===== config.mk =====
export PLATFORM = sky130hd
export DESIGN_NAME = pipe_stage_reg
export DESIGN_NICKNAME = d
export VERILOG_FILES = /design/src/rtl/pipe_pkg.sv /design/src/rtl/pipe_perf_cnt.sv /design/src/rtl/pipe_stage_reg.sv
export SDC_FILE = /design/constraint.sdc
export NUM_CORES = 1
export LEC_CHECK = 0
export ABC_AREA = 1
export BUFFER_PORTS_ARGS = -buffer_cell sky130_fd_sc_hd__clkbuf_2
export CORE_ASPECT_RATIO = 0.6
export CORE_MARGIN = 2
export CORE_UTILIZATION = 30
export DETAILED_ROUTE_END_ITERATION = 8
export GPL_ROUTABILITY_DRIVEN = 0
export GPL_TIMING_DRIVEN = 0
export PLACE_DENSITY = 0.46
export SLEW_MARGIN = 20
export SYNTH_ARGS = -nofsm -noshare
export SYNTH_HDL_FRONTEND = slang
export SYNTH_SLANG_ARGS = --single-unit
export TNS_END_PERCENT = 100

===== constraint.sdc =====
create_clock -name clk -period 14.67 [get_ports clk]
set_input_delay 3.6675 -clock clk [delete_from_list [all_inputs] [get_ports clk]]
set_output_delay 3.6675 -clock clk [all_outputs]
set_load 0.01 [all_outputs]

===== src/rtl/pipe_pkg.sv =====
// pipe_pkg: shared definitions for the elastic pipeline stage registers.
//   - pipe_state_e : occupancy state of a stage (EMPTY / BUSY / FULL)
//   - <BOUNDARY>_CTRL_W / <BOUNDARY>_DATA_W : per-boundary bundle widths
//     for the IF/ID, ID/EX, EX/MEM and MEM/WB stage boundaries.
package pipe_pkg;

  // EMPTY: nothing held; BUSY: main register full; FULL: main and skid full.
  typedef enum logic [1:0] {
    EMPTY = 2'd0,
    BUSY  = 2'd1,
    FULL  = 2'd2
  } pipe_state_e;

  localparam int unsigned IFID_CTRL_W  = 1;
  localparam int unsigned IFID_DATA_W  = 64;
  localparam int unsigned IDEX_CTRL_W  = 12;
  localparam int unsigned IDEX_DATA_W  = 133;
  localparam int unsigned EXMEM_CTRL_W = 5;
  localparam int unsigned EXMEM_DATA_W = 101;
  localparam int unsigned MEMWB_CTRL_W = 3;
  localparam int unsigned MEMWB_DATA_W = 101;

endpackage


===== src/rtl/pipe_perf_cnt.sv =====
// pipe_perf_cnt: saturating event counter.
//   clk   - clock, counts on rising edge
//   rst   - asynchronous active-high reset, clears the count
//   inc_i - count enable for this cycle
//   cnt_o - current count, sticks at all-ones once reached
module pipe_perf_cnt #(
  parameter int unsigned CNT_W = 32
) (
  input  logic             clk,
  input  logic             rst,
  input  logic             inc_i,
  output logic [CNT_W-1:0] cnt_o
);

  logic [CNT_W-1:0] cnt_q;
  logic [CNT_W-1:0] cnt_d;

  always_comb begin
    cnt_d = cnt_q;
    if (inc_i && (cnt_q != {CNT_W{1'b1}})) begin
      cnt_d = cnt_q + CNT_W'(1);
    end
  end

  always_ff @(posedge clk or posedge rst) begin
    if (rst) begin
      cnt_q <= '0;
    end else begin
      cnt_q <= cnt_d;
    end
  end

  assign cnt_o = cnt_q;

endmodule


===== src/rtl/pipe_stage_reg.sv =====
// pipe_stage_reg: elastic pipeline stage register with a two-entry
// (main + skid) buffer, valid/ready handshake on both sides and flush.
// Optional performance counters are built when PIPE_PERF_EN is defined.
//
// Ports:
//   clk, rst          - clock; asynchronous active-high reset
//   flush             - drop every held entry at the next edge
//   in_valid/in_ready - upstream handshake (in_ready is a flop output)
//   in_ctrl/in_data   - upstream control bundle and payload
//   out_valid/out_ready - downstream handshake (out_valid is a flop output)
//   out_ctrl/out_data - main-register contents; out_ctrl is 0 when idle
//   stall_cnt         - cycles with out_valid=1, out_ready=0 (PIPE_PERF_EN)
//   bubble_cnt        - cycles with out_valid=0 (PIPE_PERF_EN)
module pipe_stage_reg
  import pipe_pkg::*;
#(
  parameter int unsigned CTRL_W = MEMWB_CTRL_W,
  parameter int unsigned DATA_W = MEMWB_DATA_W,
  parameter int unsigned CNT_W  = 32
) (
  input  logic              clk,
  input  logic              rst,
  input  logic              flush,
  input  logic              in_valid,
  output logic              in_ready,
  input  logic [CTRL_W-1:0] in_ctrl,
  input  logic [DATA_W-1:0] in_data,
  output logic              out_valid,
  input  logic              out_ready,
  output logic [CTRL_W-1:0] out_ctrl,
  output logic [DATA_W-1:0] out_data
`ifdef PIPE_PERF_EN
  ,
  output logic [CNT_W-1:0]  stall_cnt,
  output logic [CNT_W-1:0]  bubble_cnt
`endif
);

  // Reject degenerate configurations at elaboration.
  if ((CTRL_W < 1) || (DATA_W < 1) || (CNT_W < 1)) begin : g_bad_param
    $error("pipe_stage_reg: CTRL_W, DATA_W and CNT_W must be at least 1");
  end

  pipe_state_e       state_q, state_d;
  logic              in_ready_q, in_ready_d;
  logic              out_valid_q, out_valid_d;
  logic [CTRL_W-1:0] main_ctrl_q, main_ctrl_d;
  logic [DATA_W-1:0] main_data_q, main_data_d;
  logic [CTRL_W-1:0] skid_ctrl_q, skid_ctrl_d;
  logic [DATA_W-1:0] skid_data_q, skid_data_d;

  logic accept;
  logic fire;

  // Handshakes use only registered readiness/validity, so there is no
  // combinational path from out_ready to in_ready.
  assign accept = in_valid & in_ready_q;
  assign fire   = out_valid_q & out_ready;

  always_comb begin
    state_d     = state_q;
    main_ctrl_d = main_ctrl_q;
    main_data_d = main_data_q;
    skid_ctrl_d = skid_ctrl_q;
    skid_data_d = skid_data_q;

    if (flush) begin
      // Payload fields keep their contents; only control is scrubbed so a
      // flushed entry can never assert write-enables downstream.
      state_d     = EMPTY;
      main_ctrl_d = '0;
      skid_ctrl_d = '0;
    end else begin
      unique case (state_q)
        EMPTY: begin
          if (accept) begin
            main_ctrl_d = in_ctrl;
            main_data_d = in_data;
            state_d     = BUSY;
          end
        end
        BUSY: begin
          if (fire && accept) begin
            main_ctrl_d = in_ctrl;
            main_data_d = in_data;
          end else if (fire) begin
            main_ctrl_d = '0;
            state_d     = EMPTY;
          end else if (accept) begin
            // Downstream stalled this cycle: park the new entry in skid.
            skid_ctrl_d = in_ctrl;
            skid_data_d = in_data;
            state_d     = FULL;
          end
        end
        FULL: begin
          if (fire) begin
            main_ctrl_d = skid_ctrl_q;
            main_data_d = skid_data_q;
            skid_ctrl_d = '0;
            state_d     = BUSY;
          end
        end
        default: begin
          state_d     = EMPTY;
          main_ctrl_d = '0;
          skid_ctrl_d = '0;
        end
      endcase
    end

    // Handshake flags are registered copies of the next occupancy.
    out_valid_d = (state_d != EMPTY);
    in_ready_d  = (state_d != FULL);
  end

  always_ff @(posedge clk or posedge rst) begin
    if (rst) begin
      state_q     <= EMPTY;
      in_ready_q  <= 1'b1;
      out_valid_q <= 1'b0;
      main_ctrl_q <= '0;
      main_data_q <= '0;
      skid_ctrl_q <= '0;
      skid_data_q <= '0;
    end else begin
      state_q     <= state_d;
      in_ready_q  <= in_ready_d;
      out_valid_q <= out_valid_d;
      main_ctrl_q <= main_ctrl_d;
      main_data_q <= main_data_d;
      skid_ctrl_q <= skid_ctrl_d;
      skid_data_q <= skid_data_d;
    end
  end

  assign in_ready  = in_ready_q;
  assign out_valid = out_valid_q;
  assign out_ctrl  = main_ctrl_q;
  assign out_data  = main_data_q;

`ifdef PIPE_PERF_EN
  // Counters observe the registered outputs; a flush cycle with an empty
  // main register is therefore a bubble like any other idle cycle.
  pipe_perf_cnt #(
    .CNT_W (CNT_W)
  ) u_stall_cnt (
    .clk   (clk),
    .rst   (rst),
    .inc_i (out_valid_q & ~out_ready),
    .cnt_o (stall_cnt)
  );

  pipe_perf_cnt #(
    .CNT_W (CNT_W)
  ) u_bubble_cnt (
    .clk   (clk),
    .rst   (rst),
    .inc_i (~out_valid_q),
    .cnt_o (bubble_cnt)
  );
`endif

endmodule


# --- Word-level counts from Yosys, hierarchy flattened ---
# Index checks and enable logic that the tools add are counted.
totals:
  ff_bits: 212
  inputBits: 109
  output_inout_bits: 106
  word_cells: 54
op_classes:
  n_eq_ne: 13
  mux: 21
  bitwise: 5
  n_reduce_logical: 8
op_table:
  columns: ["cell", "count"]
  rows:
  - ["101-bit 2-to-1 mux", 3]
  - ["101-bit case mux with 3 select lines", 1]
  - ["3-bit 2-to-1 mux", 8]
  - ["3-bit case mux with 3 select lines", 2]
  - ["3-bit != test, second input constant", 5]
  - ["5-bit AND reduction", 3]
  - ["2-bit 2-to-1 mux", 6]
  - ["2-bit != test, second input constant", 5]
  - ["2-bit case mux with 3 select lines", 1]
  - ["4-bit != test, second input constant", 1]
  - ["1-bit NOT", 3]
  - ["3-bit AND reduction", 1]
  - ["3-bit nonzero test", 1]
  - ["1-bit bitwise AND", 2]
  - ["2-bit by 1-bit equality test with 1-bit output, second input constant", 1]
  - ["2-bit equality test, second input constant", 1]
  - ["2-bit logical NOT", 1]
  - ["2-bit nonzero test", 1]
  - ["1-bit logical AND", 1]

# --- Longest topological paths before layout ---
logic_depth:
  word_depth: 7
  mapped_depth: 9

# --- Least setup slack after synthesis ---
# Ideal clock, no wire load.
synth_path:
  kind: "input to register"
  from: "input out_ready"
  to: "register main_data_q[100], in the netlist out_data[100]"
  setup_time_ps: 123
  arrival_ps: 4550
  required_time_ps: 14547
  path_slack_ps: 9997
  path_stages: 7
  n_path_buf: 2
  path_cell_list: "nand2_1 -> o21ai_1 -> nand2_2 -> buf_4 -> clkbuf_1 -> o21ai_0 -> nand2_1"
synth_between:
  elab_chain_cells: 4
synth_lines:
  columns: ["element", "line_no", "source"]
  rows:
  - ["start: declaration", "pipe_stage_reg.sv:29", "input logic out_ready,"]
  - ["1-bit bitwise AND (*)", "pipe_stage_reg.sv:58", "assign fire = out_valid_q & out_ready;"]
  - ["1-bit logical AND", "pipe_stage_reg.sv:83", "if (fire && accept) begin"]
  - ["2-bit != test (no source line)", null, null]
  - ["5-bit AND reduction (no source line) (*)", null, null]
  - ["end signal: assignment", "pipe_stage_reg.sv:131", "main_data_q <= main_data_d;"]
  - ["end: declaration", "pipe_stage_reg.sv:48", "logic [DATA_W-1:0] main_data_q, main_data_d;"]
# Mark *: on every way between the ends. The rest lies on a longest branch, timed or not.
# A chain may end at the register's enable or synchronous reset.

# --- Worst setup path after layout ---
layout_path:
  from: "register in_ready_q, in the netlist in_ready"
  to: "output in_ready"
layout_rtl:
  columns: ["element", "line_no", "source"]
  rows:
  - ["start: declaration", "pipe_stage_reg.sv:45", "logic in_ready_q, in_ready_d;"]
  - ["start signal: assignment", "pipe_stage_reg.sv:128", "in_ready_q <= in_ready_d;"]
  - ["end: declaration", "pipe_stage_reg.sv:25", "output logic in_ready,"]
# No word-level cell between the ends.

==> run_results.csv <==
group,metric,value,unit
outcome,status,"complete, no violations",
clocking,post_cts_resized,0,
logic_synthesis,syn_nets,1274,
logic_synthesis,yosysTopAreaCell,"dfrtp_1",
floorplanning,die_area,33700,um2
grt,grt-ovfl-total,0,
setup_path,slowest_stage,"dfstp_2",
power,power.switching,678,uW
grt,antenna_found_initial,3,
grt,grt_max_degree,95,
logic_synthesis,netlist_instances,1165,
route,post_drt_wl_per_cell,16.7,um
logic_synthesis,synth_adder_area_share,0,%
floorplanning,start_util,30.7,%
setup_path,critPathMaxFanout,2,
setup_path,cpLargestDelayFamily,"flip-flops",
power,switching_share,33.3,%
logic_synthesis,yosysUniqueCellTypes,22,
setup_path,reg2reg_depth,7,
floorplanning,core_area,31400,um2
sta,final-hold-violation-count,0,
setup_path,cp-start-kind,"register",
setup_path,crit_chain,"clkbuf_2",
sta,fin_skew,0.0107,ns
floorplanning,die_w,236,um
power,cellPowerDensity,169,nW/um2
logic_synthesis,synthSimpleGateAreaFrac,18.8,%
route,viasPerCell,4.59,
place,portBuffers,214,
layout,nets,1515,
logic_synthesis,syn_area_per_cell,8.29,um2
worst_hold_path,worst_hold_path_type,"register to register",
power,power_frac_seq,44.6,%
clocking,clk_latency,0.52,ns
power,intPower,1360,uW
clocking,numCtsBuffers,23,
setup_path,crit_arrival,1.19,ns
route,ant_nets,0,
worst_hold_path,worstHoldPathCells,2,
clocking,cts_root_buf,"clkbuf_16",
power,combPwrFrac,26.2,%
logic_synthesis,synth-seq-cells,212,
power,clkPwrFrac,29.2,%
logic_synthesis,synth_warnings,0,
route,wl_met3,1440,um
setup_path,criticalPathCategory,"register to output pin",
place,dp_hpwl,21500,um
layout,areaGrowthSynthToFinish,25.0,%
worst_hold_path,hold_path_end,"out_data[32]",
sta,worstMarginPinSlew,0.622,ns
sta,rsz0062_at_grt,"false",
grt,grt_pass1_wl,47900,um
clocking,cts_hold_buf,0,
layout,regArea,5310,um2
logic_synthesis,synth_top_family_by_area,"simple AND/OR/NAND/NOR gates",
setup_path,worstReg2RegEnd,"out_data[95]",
route,highest_layer,"met5",
setup_path,worst_path_largest_cell_delay,0.53,ns
sta,drv_slew,0,
floorplanning,die_h,143,um
clocking,clk_pin_slew,0.06,ns
setup_path,worstPathRequired,11.00,ns
route,wl_met1,15700,um
logic_synthesis,muxShareOfSynthArea,0,%
clocking,clockBufferDepth,3,
sta,maxSlewHeadroom,58.6,%
layout,fill_cells,3345,
sta,max_freq,206,MHz
run,drv_cap,0,
setup_path,r2r-start,"out_valid",
logic_synthesis,yosysTopAreaCellShare,54.7,%
sta,finalSetupViolations,0,
floorplanning,io_pins,215,
sta,finalCriticalPeriod,4.86,ns
power,ir_drop,0.0665,mV
logic_synthesis,synth_compound_area_share,16.9,%
route,drc,0,
clocking,cts_setup_buffers,0,
clocking,clock-sinks,212,
layout,multiInputGateArea,3450,um2
logic_synthesis,netlist_area,9650,um2
logic_synthesis,synthTopCellsByArea,"dfrtp_1 55%, nand2_1 16%, o21ai_0 12%, inv_1 4.2%, o21ai_2 2.3%",
sta,finalCritPeriodShare,33.1,%
power,leakagePower,0.00629,uW
grt,grt_use_total,18.3,%
setup_path,cp-end-kind,"output pin",
floorplanning,rows,50,
setup_path,critPathBufInv,1,
clocking,cts.htree.levels,1,
sta,tns,0,ns
route,drt_iter0_drc,477,
worst_hold_path,min_from,"out_data[32]",
clocking,cts_tree,"built",
setup_path,r2r_slack,12.78,ns
layout,drive_gt1_share,24.7,%
route,firstDrtPassIters,5,
logic_synthesis,synth_seq_area_share,55.0,%
layout,postLayoutCoreUtil,38.4,%
route,wirelength,30600,um
grt,grt_pass1_vias,8181,
route,met2_length,12800,um
logic_synthesis,synthXorXnorAreaFrac,0,%
route,vias,8430,
stage by stage:
step | total power (uW) | hold slack (ns) | setup WS [ns] | area (um2) | std cells
global placement | 1450 | 0.467 | 2.02 | 11200 | 1795
CTS | 2070 | 0.485 | 9.79 | 12100 | 1837
finish | 2030 | 0.482 | 9.81 | 12100 | 1838
global route | 2180 | 0.504 | 9.71 | 12100 | 1838
floorplan | 1220 | 0.453 | 5.21 | 9650 | 1165
detailed placement | 1460 | 0.470 | 9.43 | 11300 | 1797
cell usage after synthesis:
cell type and count:
clkbuf_4 1, buf_8 3, nor2_4 3, o21ai_0 240
a21oi_1 2, dfrtp_1 211, inv_2 4, buf_1 2
dfstp_2 1, clkbuf_1 34, buf_6 15, inv_1 108
nand2_1 413, nand3_1 13, o21ai_2 25, buf_4 2
nand4_2 1, clkinv_4 1, nor2_1 3, nand2_2 22
buf_2 20, o21ai_1 41
cell families (layout without fill, tap and decap cells):
logic type | count (synthesis) | in the layout
AO/OA/AOI/OAI | 308 | 308
buffers and inverters | 190 | 446
flip-flops | 212 | 212
other | 0 | 1
AND/OR/NAND/NOR | 455 | 455
per-layer routing:
layer / GRT usage (%) / vias to the layer above
met3: 3.60 / 41
met1: 27.7 / 4045
met2: 26.7 / 182
met4: 4.22 / 4
li1: - / 4158
met5: 0 / -
flip-flops by register name (all words and copies together), names as in the netlist:
name	cells
out_data	101
skid_data_q	101
out_ctrl	3
skid_ctrl_q	3
state_q	2
in_ready	1
out_valid	1
worst register-to-register path, delay by kind of cell, from the launching register on:
family	cells	cell delay, ns
AO/OA/AOI/OAI	2	0.29
AND/OR/NAND/NOR	3	0.46
buffers and inverters	2	0.69
flip-flops	1	0.38
cells in the final DEF, fill, tap and decap left out:
cell / n
o21ai_1: 41
clkbuf_16: 23
buf_6: 15
nand4_2: 1
clkbuf_1: 38
clkinv_4: 1
nand3_1: 13
clkbuf_8: 8
clkinvlp_4: 1
nand2_2: 22
o21ai_2: 25
clkbuf_4: 1
a21oi_1: 2
inv_8: 1
bufinv_16: 1
diode_2: 1
nor2_1: 3
clkbuf_2: 214
buf_1: 2
buf_2: 20
clkinv_2: 3
nand2_1: 413
inv_1: 107
buf_8: 3
buf_4: 2
inv_2: 4
dfrtp_1: 211
nor2_4: 3
dfstp_2: 1
o21ai_0: 240
buf_16: 2
worst max-delay path by stage:
stage,startpoint,endpoint,slack (ns),cells past startpoint
detailed placement,out_ready,out_data[0],9.43,8
CTS,in_ready,in_ready,9.79,1
global route,out_ready,out_data[98],9.71,8
finish,in_ready,in_ready,9.81,1
global placement,rst,out_data[2],2.02,2
floorplan,rst,out_ctrl[0],5.21,1
area by class of cell:
type / instances / share of cell area (%)
Inverter: 113 / 3.62
Clock buffer: 35 / 5.81
Buffer: 77 / 3.91
Multi-Input combinational cell: 763 / 28.6
Sequential cell: 212 / 44.0
Clock inverter: 5 / 0.436
Tap cell: 416 / 4.31
Timing Repair Buffer: 216 / 9.34
Antenna cell: 1 / 0.0207
power by group through the flow:
stage | sequential (uW) | combinational (uW) | clock (uW)
3_3_place_gp | 913 | 533 | 0
3_5_place_dp | 916 | 543 | 0
6_report | 906 | 533 | 595
4_1_cts | 908 | 545 | 614
5_1_grt | 933 | 612 | 637
2_1_floorplan | 944 | 281 | 0
(Power assumes the default switching activity.)
